<file path="src/rtl/fifo_chain_pkg.sv">
// rtl/fifo_chain_pkg.sv - shared state encoding, default sizes and PRBS-31 taps for the FIFO chain tester
package fifo_chain_pkg;

    typedef enum logic [1:0] {
        ST_IDLE  = 2'd0,
        ST_RUN   = 2'd1,
        ST_FLUSH = 2'd2,
        ST_DONE  = 2'd3
    } state_t;

    localparam int DEF_N      = 32;
    localparam int DEF_K      = 48;
    localparam int PRBS_LEN   = 31;
    localparam int PRBS_TAP_A = 30;  // x^31 term
    localparam int PRBS_TAP_B = 27;  // x^28 term

    function automatic logic prbs_fb(input logic [PRBS_LEN-1:0] s);
        return s[PRBS_TAP_A] ^ s[PRBS_TAP_B];
    endfunction

endpackage

</file>
<file path="src/rtl/fifo_chain_prbs.sv">
// rtl/fifo_chain_prbs.sv - parallel N-bit PRBS-31 generator with seed load and advance enable
module fifo_chain_prbs
    import fifo_chain_pkg::*;
#(
    parameter int N = DEF_N
) (
    input  logic         i_clk,
    input  logic         i_rst,
    input  logic         i_load,
    input  logic         i_adv,
    input  logic [N-1:0] i_seed,
    output logic [N-1:0] o_word
);

    logic [PRBS_LEN-1:0] r_state;
    logic [PRBS_LEN-1:0] w_next;
    logic [PRBS_LEN-1:0] w_seed;

    // An all-zero register would lock the LFSR, so a zero seed becomes 1
    assign w_seed = (i_seed[PRBS_LEN-1:0] == '0) ? PRBS_LEN'(1) : i_seed[PRBS_LEN-1:0];

    if (N > PRBS_LEN) begin : g_seed_hi
        logic w_unused_seed_hi;
        assign w_unused_seed_hi = ^i_seed[N-1:PRBS_LEN];
    end

    // The first bit shifted out lands in the word MSB
    always_comb begin
        w_next = r_state;
        o_word = '0;
        for (int i = N - 1; i >= 0; i--) begin
            o_word[i] = prbs_fb(w_next);
            w_next    = {w_next[PRBS_LEN-2:0], o_word[i]};
        end
    end

    always_ff @(posedge i_clk) begin
        if (i_rst) begin
            r_state <= PRBS_LEN'(1);
        end else if (i_load) begin
            r_state <= w_seed;
        end else if (i_adv) begin
            r_state <= w_next;
        end
    end

endmodule

</file>
<file path="src/rtl/fifo_chain_test_ctrl.sv">
// rtl/fifo_chain_test_ctrl.sv - PRBS stream/check sequencer for the ECC FIFO chain
// Optional watchdog abort: FIFO_CHAIN_TIMEOUT_EN
module fifo_chain_test_ctrl
    import fifo_chain_pkg::*;
#(
    parameter int N       = DEF_N,
    parameter int K       = DEF_K,
    parameter int CNT_W   = 32,
    parameter int TIMEOUT = 65535
) (
    input  logic             clk_i,
    input  logic             rst_i,
    input  logic             start_i,
    input  logic             stop_i,
    input  logic [CNT_W-1:0] len_i,
    input  logic [N-1:0]     seed_i,
    input  logic [CNT_W-1:0] inj_idx_i,
    input  logic [K-1:0]     inj_sb_mask_i,
    input  logic [K-1:0]     inj_db_mask_i,
    output logic [N-1:0]     fifo_data_o,
    output logic             fifo_wr_o,
    input  logic             fifo_almst_full_i,
    input  logic [N-1:0]     fifo_data_i,
    output logic             fifo_rd_o,
    input  logic             fifo_empty_i,
    output logic [K-1:0]     injectsbiterr_o,
    output logic [K-1:0]     injectdbiterr_o,
    input  logic [K-1:0]     sbiterr_i,
    input  logic [K-1:0]     dbiterr_i,
    output logic             busy_o,
    output logic             done_o,
    output logic             timeout_o,
    output logic [CNT_W-1:0] wr_cnt_o,
    output logic [CNT_W-1:0] rd_cnt_o,
    output logic [CNT_W-1:0] mismatch_cnt_o,
    output logic [CNT_W-1:0] sbit_cnt_o,
    output logic [CNT_W-1:0] dbit_cnt_o,
    output logic [K-1:0]     sbit_stage_o,
    output logic [K-1:0]     dbit_stage_o,
    output logic [N-1:0]     first_err_data_o
);

    localparam logic [CNT_W-1:0] CNT_ONE = {{(CNT_W-1){1'b0}}, 1'b1};

    function automatic logic [CNT_W-1:0] sat_inc(input logic [CNT_W-1:0] v);
        return (&v) ? v : v + CNT_ONE;
    endfunction

    state_t           r_state;
    logic [CNT_W-1:0] r_len, r_inj_idx;
    logic [CNT_W-1:0] r_wr_cnt, r_rd_cnt, r_mis_cnt, r_sbit_cnt, r_dbit_cnt;
    logic [K-1:0]     r_sb_mask, r_db_mask, r_inj_sb, r_inj_db;
    logic [K-1:0]     r_sbit_stage, r_dbit_stage;
    logic [N-1:0]     r_fifo_data, r_first_err;
    logic             r_fifo_wr, r_rd_vld, r_timeout;

    logic             w_active, w_start, w_wr, w_rd, w_wdog_fire;
    logic [N-1:0]     w_wr_word, w_exp_word;

    assign w_active = (r_state == ST_RUN) || (r_state == ST_FLUSH);
    assign w_start  = start_i && !stop_i && ((r_state == ST_IDLE) || (r_state == ST_DONE));
    assign w_rd     = w_active && !fifo_empty_i;
    // A stop pulse suppresses the write in the same cycle so the count freezes where stop was seen
    assign w_wr     = (r_state == ST_RUN) && !stop_i && !fifo_almst_full_i
                      && (r_wr_cnt < r_len) && !w_wdog_fire;

    fifo_chain_prbs #(.N(N)) u_wr_prbs (
        .i_clk  (clk_i),
        .i_rst  (rst_i),
        .i_load (w_start),
        .i_adv  (w_wr),
        .i_seed (seed_i),
        .o_word (w_wr_word)
    );

    fifo_chain_prbs #(.N(N)) u_chk_prbs (
        .i_clk  (clk_i),
        .i_rst  (rst_i),
        .i_load (w_start),
        .i_adv  (r_rd_vld),
        .i_seed (seed_i),
        .o_word (w_exp_word)
    );

`ifdef FIFO_CHAIN_TIMEOUT_EN
    logic [CNT_W-1:0] r_wdog;

    assign w_wdog_fire = w_active && !r_rd_vld && (r_wdog >= CNT_W'(TIMEOUT - 1));

    always_ff @(posedge clk_i) begin
        if (rst_i || w_start || !w_active || r_rd_vld) begin
            r_wdog <= '0;
        end else begin
            r_wdog <= sat_inc(r_wdog);
        end
    end
`else
    logic w_unused_timeout;
    assign w_unused_timeout = (TIMEOUT == 0);
    assign w_wdog_fire      = 1'b0;
`endif

    always_ff @(posedge clk_i) begin
        if (rst_i) begin
            r_state      <= ST_IDLE;
            r_len        <= '0;
            r_inj_idx    <= '0;
            r_sb_mask    <= '0;
            r_db_mask    <= '0;
            r_wr_cnt     <= '0;
            r_rd_cnt     <= '0;
            r_mis_cnt    <= '0;
            r_sbit_cnt   <= '0;
            r_dbit_cnt   <= '0;
            r_sbit_stage <= '0;
            r_dbit_stage <= '0;
            r_first_err  <= '0;
            r_fifo_data  <= '0;
            r_fifo_wr    <= 1'b0;
            r_inj_sb     <= '0;
            r_inj_db     <= '0;
            r_rd_vld     <= 1'b0;
            r_timeout    <= 1'b0;
        end else begin
            r_fifo_wr <= w_wr;
            r_rd_vld  <= w_rd;
            r_inj_sb  <= '0;
            r_inj_db  <= '0;
            if (w_wr) begin
                r_fifo_data <= w_wr_word;
                if (r_wr_cnt == r_inj_idx) begin
                    r_inj_sb <= r_sb_mask;
                    r_inj_db <= r_db_mask;
                end
            end

            if (w_start) begin
                r_state      <= ST_RUN;
                r_len        <= len_i;
                r_inj_idx    <= inj_idx_i;
                r_sb_mask    <= inj_sb_mask_i;
                r_db_mask    <= inj_db_mask_i;
                r_wr_cnt     <= '0;
                r_rd_cnt     <= '0;
                r_mis_cnt    <= '0;
                r_sbit_cnt   <= '0;
                r_dbit_cnt   <= '0;
                r_sbit_stage <= '0;
                r_dbit_stage <= '0;
                r_first_err  <= '0;
                r_timeout    <= 1'b0;
            end else begin
                if (w_wr) begin
                    r_wr_cnt <= sat_inc(r_wr_cnt);
                end
                if (r_rd_vld) begin
                    r_rd_cnt <= sat_inc(r_rd_cnt);
                    if (fifo_data_i != w_exp_word) begin
                        r_mis_cnt <= sat_inc(r_mis_cnt);
                        if (r_mis_cnt == '0) begin
                            r_first_err <= fifo_data_i;
                        end
                    end
                end
                if (w_active) begin
                    if (|sbiterr_i) r_sbit_cnt <= sat_inc(r_sbit_cnt);
                    if (|dbiterr_i) r_dbit_cnt <= sat_inc(r_dbit_cnt);
                    r_sbit_stage <= r_sbit_stage | sbiterr_i;
                    r_dbit_stage <= r_dbit_stage | dbiterr_i;
                end

                case (r_state)
                    ST_RUN: begin
                        if (stop_i || (r_wr_cnt == r_len)) r_state <= ST_FLUSH;
                    end
                    ST_FLUSH: begin
                        if ((r_rd_cnt == r_wr_cnt) && !r_rd_vld && !w_rd) r_state <= ST_DONE;
                    end
                    default: ;
                endcase

                if (w_wdog_fire) begin
                    r_state   <= ST_DONE;
                    r_timeout <= 1'b1;
                end
            end
        end
    end

    assign fifo_data_o      = r_fifo_data;
    assign fifo_wr_o        = r_fifo_wr;
    assign fifo_rd_o        = w_rd;
    assign injectsbiterr_o  = r_inj_sb;
    assign injectdbiterr_o  = r_inj_db;
    assign busy_o           = w_active;
    assign done_o           = (r_state == ST_DONE);
    assign timeout_o        = r_timeout;
    assign wr_cnt_o         = r_wr_cnt;
    assign rd_cnt_o         = r_rd_cnt;
    assign mismatch_cnt_o   = r_mis_cnt;
    assign sbit_cnt_o       = r_sbit_cnt;
    assign dbit_cnt_o       = r_dbit_cnt;
    assign sbit_stage_o     = r_sbit_stage;
    assign dbit_stage_o     = r_dbit_stage;
    assign first_err_data_o = r_first_err;

endmodule

</file>
<file path="config.mk">
export PLATFORM = sky130hd
export DESIGN_NAME = fifo_chain_test_ctrl
export DESIGN_NICKNAME = d
export VERILOG_FILES = /design/src/rtl/fifo_chain_pkg.sv /design/src/rtl/fifo_chain_prbs.sv /design/src/rtl/fifo_chain_test_ctrl.sv
export SDC_FILE = /design/constraint.sdc
export NUM_CORES = 1
export LEC_CHECK = 0
export BUFFER_PORTS_ARGS = -buffer_cell sky130_fd_sc_hd__buf_2
export CORE_AREA = 2 2 287 289
export DETAILED_ROUTE_END_ITERATION = 8
export DIE_AREA = 0 0 289 291
export MAX_ROUTING_LAYER = met4
export PLACE_DENSITY = 0.6
export SETUP_SLACK_MARGIN = 0.05
export SYNTH_ARGS = -nofsm -noshare
export SYNTH_HDL_FRONTEND = slang
export SYNTH_SLANG_ARGS = --single-unit
export TNS_END_PERCENT = 10
</file>
<file path="constraint.sdc">
create_clock -name clk_i -period 3.18 [get_ports clk_i]
set_input_delay 0.636 -clock clk_i [delete_from_list [all_inputs] [get_ports clk_i]]
set_output_delay 0.636 -clock clk_i [all_outputs]
set_load 0.02 [all_outputs]
</file>
==> results of run 1 <==
final timing paths:
path,from,to
max reg2reg,r_len[31]$_SDFFE_PP0P_,u_wr_prbs.r_state[7]$_SDFFE_PP0P_
min reg2reg,r_db_mask[27]$_SDFFE_PP0P_,injectdbiterr_o[27]$_SDFF_PP0_
min,fifo_empty_i,r_rd_vld$_SDFF_PP0_
max,r_len[31]$_SDFFE_PP0P_,u_wr_prbs.r_state[7]$_SDFFE_PP0P_
synth_stat cells (3+ instances only):
| master | number |
|---|---|
| buf_1 | 12 |
| nor4_1 | 56 |
| buf_4 | 5 |
| a41o_1 | 5 |
| xnor2_1 | 106 |
| mux2i_1 | 9 |
| and4_1 | 20 |
| clkbuf_1 | 179 |
| nor2_1 | 261 |
| o31a_1 | 4 |
| a21oi_1 | 374 |
| o21ai_1 | 34 |
| nor3_1 | 33 |
| o31ai_1 | 19 |
| inv_1 | 52 |
| or3_1 | 30 |
| xor2_1 | 153 |
| buf_2 | 13 |
| a41oi_1 | 27 |
| nand4_1 | 92 |
| and3_1 | 23 |
| nand2_1 | 576 |
| dfxtp_1 | 642 |
| o21bai_1 | 4 |
| and2_1 | 105 |
| o211ai_1 | 28 |
| nand3_1 | 136 |
| nand2b_1 | 4 |
| or4_1 | 17 |
| o21a_1 | 3 |
| a31oi_1 | 5 |
| a21o_1 | 15 |
| a31o_2 | 7 |
| ha_1 | 41 |
| nor2b_1 | 5 |
| o21ai_0 | 23 |
registers in the layout, indices dropped and copies added, names as in the netlist:
| signal | count |
|---|---|
| injectdbiterr_o | 48 |
| u_wr_prbs.r_state | 31 |
| fifo_wr_o | 1 |
| r_len | 32 |
| sbit_stage_o | 48 |
| dbit_stage_o | 48 |
| sbit_cnt_o | 32 |
| dbit_cnt_o | 32 |
| wr_cnt_o | 32 |
| injectsbiterr_o | 48 |
| r_rd_vld | 1 |
| first_err_data_o | 32 |
| u_chk_prbs.r_state | 31 |
| rd_cnt_o | 32 |
| mismatch_cnt_o | 32 |
| fifo_data_o | 32 |
| r_inj_idx | 32 |
| r_db_mask | 48 |
| r_sb_mask | 48 |
| r_state | 2 |
worst max-delay path, delay by kind of cell (launching register included):
family | cells | cell delay [ns]
buf+inv | 5 | 0.95
fa+ha+maj | 1 | 0.34
flops | 1 | 0.33
compound gates | 2 | 0.37
simple gates | 4 | 0.78
power groups by stage:
stage               logic [uW]  registers, uW  clock network (uW)
floorplan                 3210          10100                   0
global placement          5630           9720                   0
detailed placement        5650           9730                   0
CTS                       5680           9560                9500
global route              6250           9680                9800
finish                    5700           9580                9310
kinds of logic (layout without fill, tap and decap cells):
family	after synthesis	count (layout)	synth area share, %
mux	9	9	0.342
other cells	1	28	0.0142
xor+xnor	259	259	8.60
fa+ha+maj	41	41	1.94
flops	642	642	48.7
buf+inv	262	1043	3.86
simple gates	1371	1371	24.3
compound gates	564	564	12.2
routing by layer:
metal	vias up	GRT usage, %
met5	-	-
met4	0	7.71
met3	156	5.20
met2	775	36.6
met1	11800	30.7
li1	12200	-
metrics by stage:
step           setup slack [ns]  area, um2
6_report                  0.246      34500
5_1_grt                  0.0847      34500
4_1_cts                  0.0764      34400
3_5_place_dp            -0.0560      31700
3_3_place_gp            -0.0245      31700
2_1_floorplan             0.260      26400
cell type report:
type                       count  area [um2]
clock buffer                 108        2200
antenna                       27        67.6
sequential                   642       12900
fill                        8286       46700
clock inverter                30         487
inverter                      53         199
multi-input combinational   2245       12600
tap                         1070        1340
timing repair buffer         852        4750
timing repair:
action / in CTS / in global routing
pin swaps: 0 / 2
endpoints found under the setup margin: 90 / 82
buffers inserted: 0 / 2
resized for setup: 2 / 7
endpoints found under the hold margin: 0 / 0
==> reports/results.ini, run 1 <==
[outcome]
outcome=finished, final reports clean

[clock_tree]
insertion_delay_ns=0.63
root_buffer=clkbuf_16
cts_tree=built
cts_hold_buf=0
cts_max_level=3
cts_max_path_buffers=3
clk_pin_slew_ns=0.06
cts_buffers=76
clock_sinks=642

[timing]
min_period_ns=2.93
rsz0062_at_grt=false
worst_hold_slack_ns=0.197
relSlewSlack_pct=32.2
fin_skew_ns=0.0268
setup_viol=0
slew_violations=0
final-hold-violation-count=0
fin_crit_sh_pct=92.3
fin_setup_tns_ns=0
worst_pin_slew_ns=1.01
fmax_ghz=0.341

[synth]
synth_cell_types=59
synth_area_leaders=dfxtp_1 49%, nand2_1 8.2%, a21oi_1 7.1%
netlist.area_leader.share_pct=48.7
syn_area_per_cell_um2=8.38
syn_nets=3516
synth_edf_count=0
yosysSeqAreaShare_pct=48.7
synth_top_area_cell=dfxtp_1
synthFlopType=dfxtp_1
ys_ff_latch=642
netlist_area_mm2=0.0264
yosysWarnings=0
synthesis.instances=3149
async_flop_share_pct=0

[power]
clockPowerShare_pct=37.9
switching_power_uw=8070
total_power_uw=24600
p_seq_share_pct=39.0
p_per_area_mw_per_mm2=713
leakage_uw=0.0148
p_int_uw=16500
power.share.combinational_pct=23.2
swShare_pct=32.8
vdd_drop_max_v=0.000454

[critical_path]
max_stage_delay_ns=0.35
cp_slowest_cell=buf_4
r2r_slack_ns=0.25
cp.required_ns=3.70
crit_chain=inv_1 > ha_1 > nand4_1 > nor4_1 > buf_4 > o311ai_1 > buf_4 > nand3_4 > buf_4 > buf_4 > nor2_1 > o32ai_1
endpoint_kind=flip-flop
worstSetupStartpointType=flip-flop
cpMostUsedCell=buf_4
cp_data_arrival_time_ns=3.45
rr_worst_depth=12
critPathKind=flip-flop to flip-flop
path_max_fanout=36

[route]
dr.max_layer_used=met4
detail_route.vias_per_cell=4.96
wl_met1_um=44500
drc=0
dr.pass1.iters=5
vias=25000
wl_met2_um=46600
wl_per_cell_um=20.1
wl_met3_um=7170
wirelength_um=101000
ant_nets=0
drt_iter0_markers=1897

[finish]
final_common_cell=buf_2
syn2layout_area_growth_pct=30.7
layoutNonFillerInstCount=5027
drive_above_1_share_pct=25.4
layout_common_cells=743 x buf_2, 641 x dfxtp_1, 576 x nand2_1
fin_nets=4237
fin_util_pct=42.5

[hold_path]
holdPathStages=2
worstHoldPathType=input pin to flip-flop

[flow_run]
maxCapViolCount=0

[placed_design]
dp.cells=4860
dp_hpwl_um=76800
portBuffers=744
gp_congestion=0.950

[grt]
grt_pass1_wl_um=147000
grt_overflow=0
grt_pass1_vias=22900
grt_util_all_layers_pct=23.7
grt_max_degree=146
antenna_found_initial=31

[floorplanning]
num_rows=105
die_area_mm2=0.0841
ios=747
die_y_um=291
fp.dieW_um=289
start_util_pct=32.5
design.core.area_mm2=0.0812

No activity file was read; power rests on OpenSTA's default activity.
==> inputs of run 2 (changes only) <==
--- a/config.mk
+++ b/config.mk
@@ -11,6 +11,7 @@
 export DIE_AREA = 0 0 289 291
 export MAX_ROUTING_LAYER = met4
 export PLACE_DENSITY = 0.6
+export REMOVE_ABC_BUFFERS = 1
 export SETUP_SLACK_MARGIN = 0.05
 export SYNTH_ARGS = -nofsm -noshare
 export SYNTH_HDL_FRONTEND = slang
==> reports/results.ini, run 2 (synthesis gave the netlist of run 1 again) <==
[critical_path]
cp_data_arrival_time_ns=3.53  ; was 3.45 ns
cpMostUsedCell=a21o_1  ; was buf_4
cp.required_ns=3.73  ; was 3.70 ns
cp_slowest_cell=or4_1  ; was buf_4
max_stage_delay_ns=0.52  ; was 0.35 ns
crit_chain=inv_1 > ha_1 > a21o_1 > a21o_1 > a2111oi_1 > o31ai_1 > nor2_2 > nand3_4 > buf_4 > or4_1 > a21oi_1  ; was inv_1 > ha_1 > nand4_1 > nor4_1 > buf_4 > o311ai_1 > buf_4 > nand3_4 > buf_4 > buf_4 > nor2_1 > o32ai_1
critPathKind=flip-flop to flip-flop  ; unchanged
worstSetupStartpointType=flip-flop  ; unchanged
endpoint_kind=flip-flop  ; unchanged
path_max_fanout=28  ; was 36

[power]
p_int_uw=16300  ; was 16,500 uW
clockPowerShare_pct=37.5  ; was 37.9%
switching_power_uw=8100  ; was 8070 uW
p_per_area_mw_per_mm2=711  ; was 713 mW/mm2
p_seq_share_pct=39.1  ; was 39.0%
power.share.combinational_pct=23.4  ; was 23.2%
swShare_pct=33.2  ; was 32.8%
vdd_drop_max_v=0.000538  ; was 0.000454 V
leakage_uw=0.0147  ; was 0.0148 uW

[route]
drc=0  ; unchanged
dr.pass1.iters=5  ; unchanged
detail_route.vias_per_cell=4.99  ; was 4.96
vias=25000  ; about the same
drt_iter0_markers=1330  ; was 1,897
wirelength_um=95000  ; was 101,000 um
ant_nets=0  ; unchanged
wl_per_cell_um=19.0  ; was 20.1 um

[finish]
final_cell_area_mm2=0.0343  ; was 0.0345 mm2
syn2layout_area_growth_pct=30.1  ; was 30.7%
ff_latch_area_mm2=0.0129  ; about the same
fin_nets=4226  ; was 4,237
layout_common_cells=743 x buf_2, 640 x dfxtp_1, 576 x nand2_1  ; was 743 x buf_2, 641 x dfxtp_1, 576 x nand2_1
fill_cells=8177  ; was 8,286
final_common_cell=buf_2  ; unchanged
multi_input_area_mm2=0.0126  ; about the same
drive_above_1_share_pct=25.3  ; was 25.4%
fin_util_pct=42.3  ; was 42.5%

[timing]
setup_viol=0  ; unchanged
slew_violations=0  ; unchanged
fmax_ghz=0.335  ; was 0.341 GHz
final-hold-violation-count=0  ; unchanged
rsz0062_at_grt=false  ; unchanged
min_period_ns=2.99  ; was 2.93 ns
relSlewSlack_pct=31.2  ; was 32.2%
fin_ws_ns=0.193  ; was 0.246 ns
worst_hold_slack_ns=0.184  ; was 0.197 ns
fin_crit_sh_pct=93.9  ; was 92.3%
fin_skew_ns=0.0426  ; was 0.0268 ns
worst_pin_slew_ns=1.03  ; was 1.01 ns

[clock_tree]
cts_resized=1  ; was 2
insertion_delay_ns=0.64  ; was 0.63 ns
cts_max_path_buffers=3  ; unchanged
cts_tree=built  ; unchanged
cts_buffers=75  ; was 76
post_cts_buffers=0  ; unchanged
root_buffer=clkbuf_16  ; unchanged
cts_max_level=3  ; unchanged
cts_hold_buf=0  ; unchanged
clock_sinks=642  ; unchanged
clk_pin_slew_ns=0.06  ; about the same

[grt]
grt_overflow=0  ; unchanged
grt_max_degree=137  ; was 146
antenna_found_initial=29  ; was 31
grt_util_all_layers_pct=22.2  ; was 23.7%
grt_pass1_vias=23000  ; was 22,900
grt_pass1_wl_um=140000  ; was 147,000 um

[flow_run]
maxCapViolCount=0  ; unchanged

[floorplanning]
start_util_pct=32.5  ; unchanged
ios=747  ; unchanged
fp.dieW_um=289  ; unchanged
design.core.area_mm2=0.0812  ; unchanged
die_area_mm2=0.0841  ; unchanged
num_rows=105  ; unchanged
die_y_um=291  ; unchanged

[placed_design]
dp_hpwl_um=70700  ; was 76,800 um
post-place-ws_ns=-0.0374  ; was -0.0560 ns
portBuffers=744  ; unchanged
gp_congestion=0.917  ; was 0.950
placed_area_mm2=0.0316  ; was 0.0317 mm2

[hold_path]
worstHoldPathType=input pin to flip-flop  ; unchanged

[outcome]
outcome=finished, final reports clean  ; unchanged

## run 2: critical path: cells and delay by family, from the launching register on
family / cells / cell delay, ns
buffers and inverters: 2 / 0.28
adders and majority gates: 1 / 0.28
and+or+nand+nor: 3 / 0.86
AOI/OAI and AO/OA: 5 / 1.16
DFF: 1 / 0.33
## run 2: power groups by stage
stage / Clock [uW] / Sequential, uW / Combinational, uW
after floorplan: 0 / 10100 / 3030
after global placement: 0 / 9690 / 5650
after detailed placement: 0 / 9710 / 5700
after CTS: 9380 / 9540 / 5730
after global routing: 9740 / 9650 / 6270
final: 9160 / 9550 / 5700
## run 2: worst paths after layout
kind	from	to	slack, ns	cells after the start
max	r_len[29]$_SDFFE_PP0P_	wr_cnt_o[4]$_SDFFE_PP0P_	0.19	11
min	fifo_empty_i	r_rd_vld$_SDFF_PP0_	0.18	2
max reg2reg	r_len[29]$_SDFFE_PP0P_	wr_cnt_o[4]$_SDFFE_PP0P_	0.19	11
min reg2reg	r_sb_mask[33]$_SDFFE_PP0P_	injectsbiterr_o[33]$_SDFF_PP0_	0.44	1
## run 2: per-layer routing
layer | wire, um | up-vias | track usage (%)
met5 | 0 | - | -
met4 | 3210 | 0 | 8.64
met3 | 8150 | 188 | 5.78
met2 | 42800 | 930 | 33.4
met1 | 40800 | 11700 | 28.2
li1 | - | 12200 | -
## run 2: metrics by stage
step           setup TNS [ns]  power, uW  instances
6_report                    0      24400       5010
5_1_grt                     0      25700       5009
4_1_cts                     0      24600       4990
3_5_place_dp          -0.0645      15400       4852
3_3_place_gp                0      15300       4852
2_1_floorplan        -3020.57      13200       2940
## run 2: area by class of cell
type / count / area share [%]
clock buffer: 103 / 6.21
sequential: 642 / 37.5
timing repair buffer: 842 / 13.5
multi-input combinational: 2245 / 36.6
inverter: 53 / 0.580
tap: 1070 / 3.90
antenna: 20 / 0.146
clock inverter: 35 / 1.54
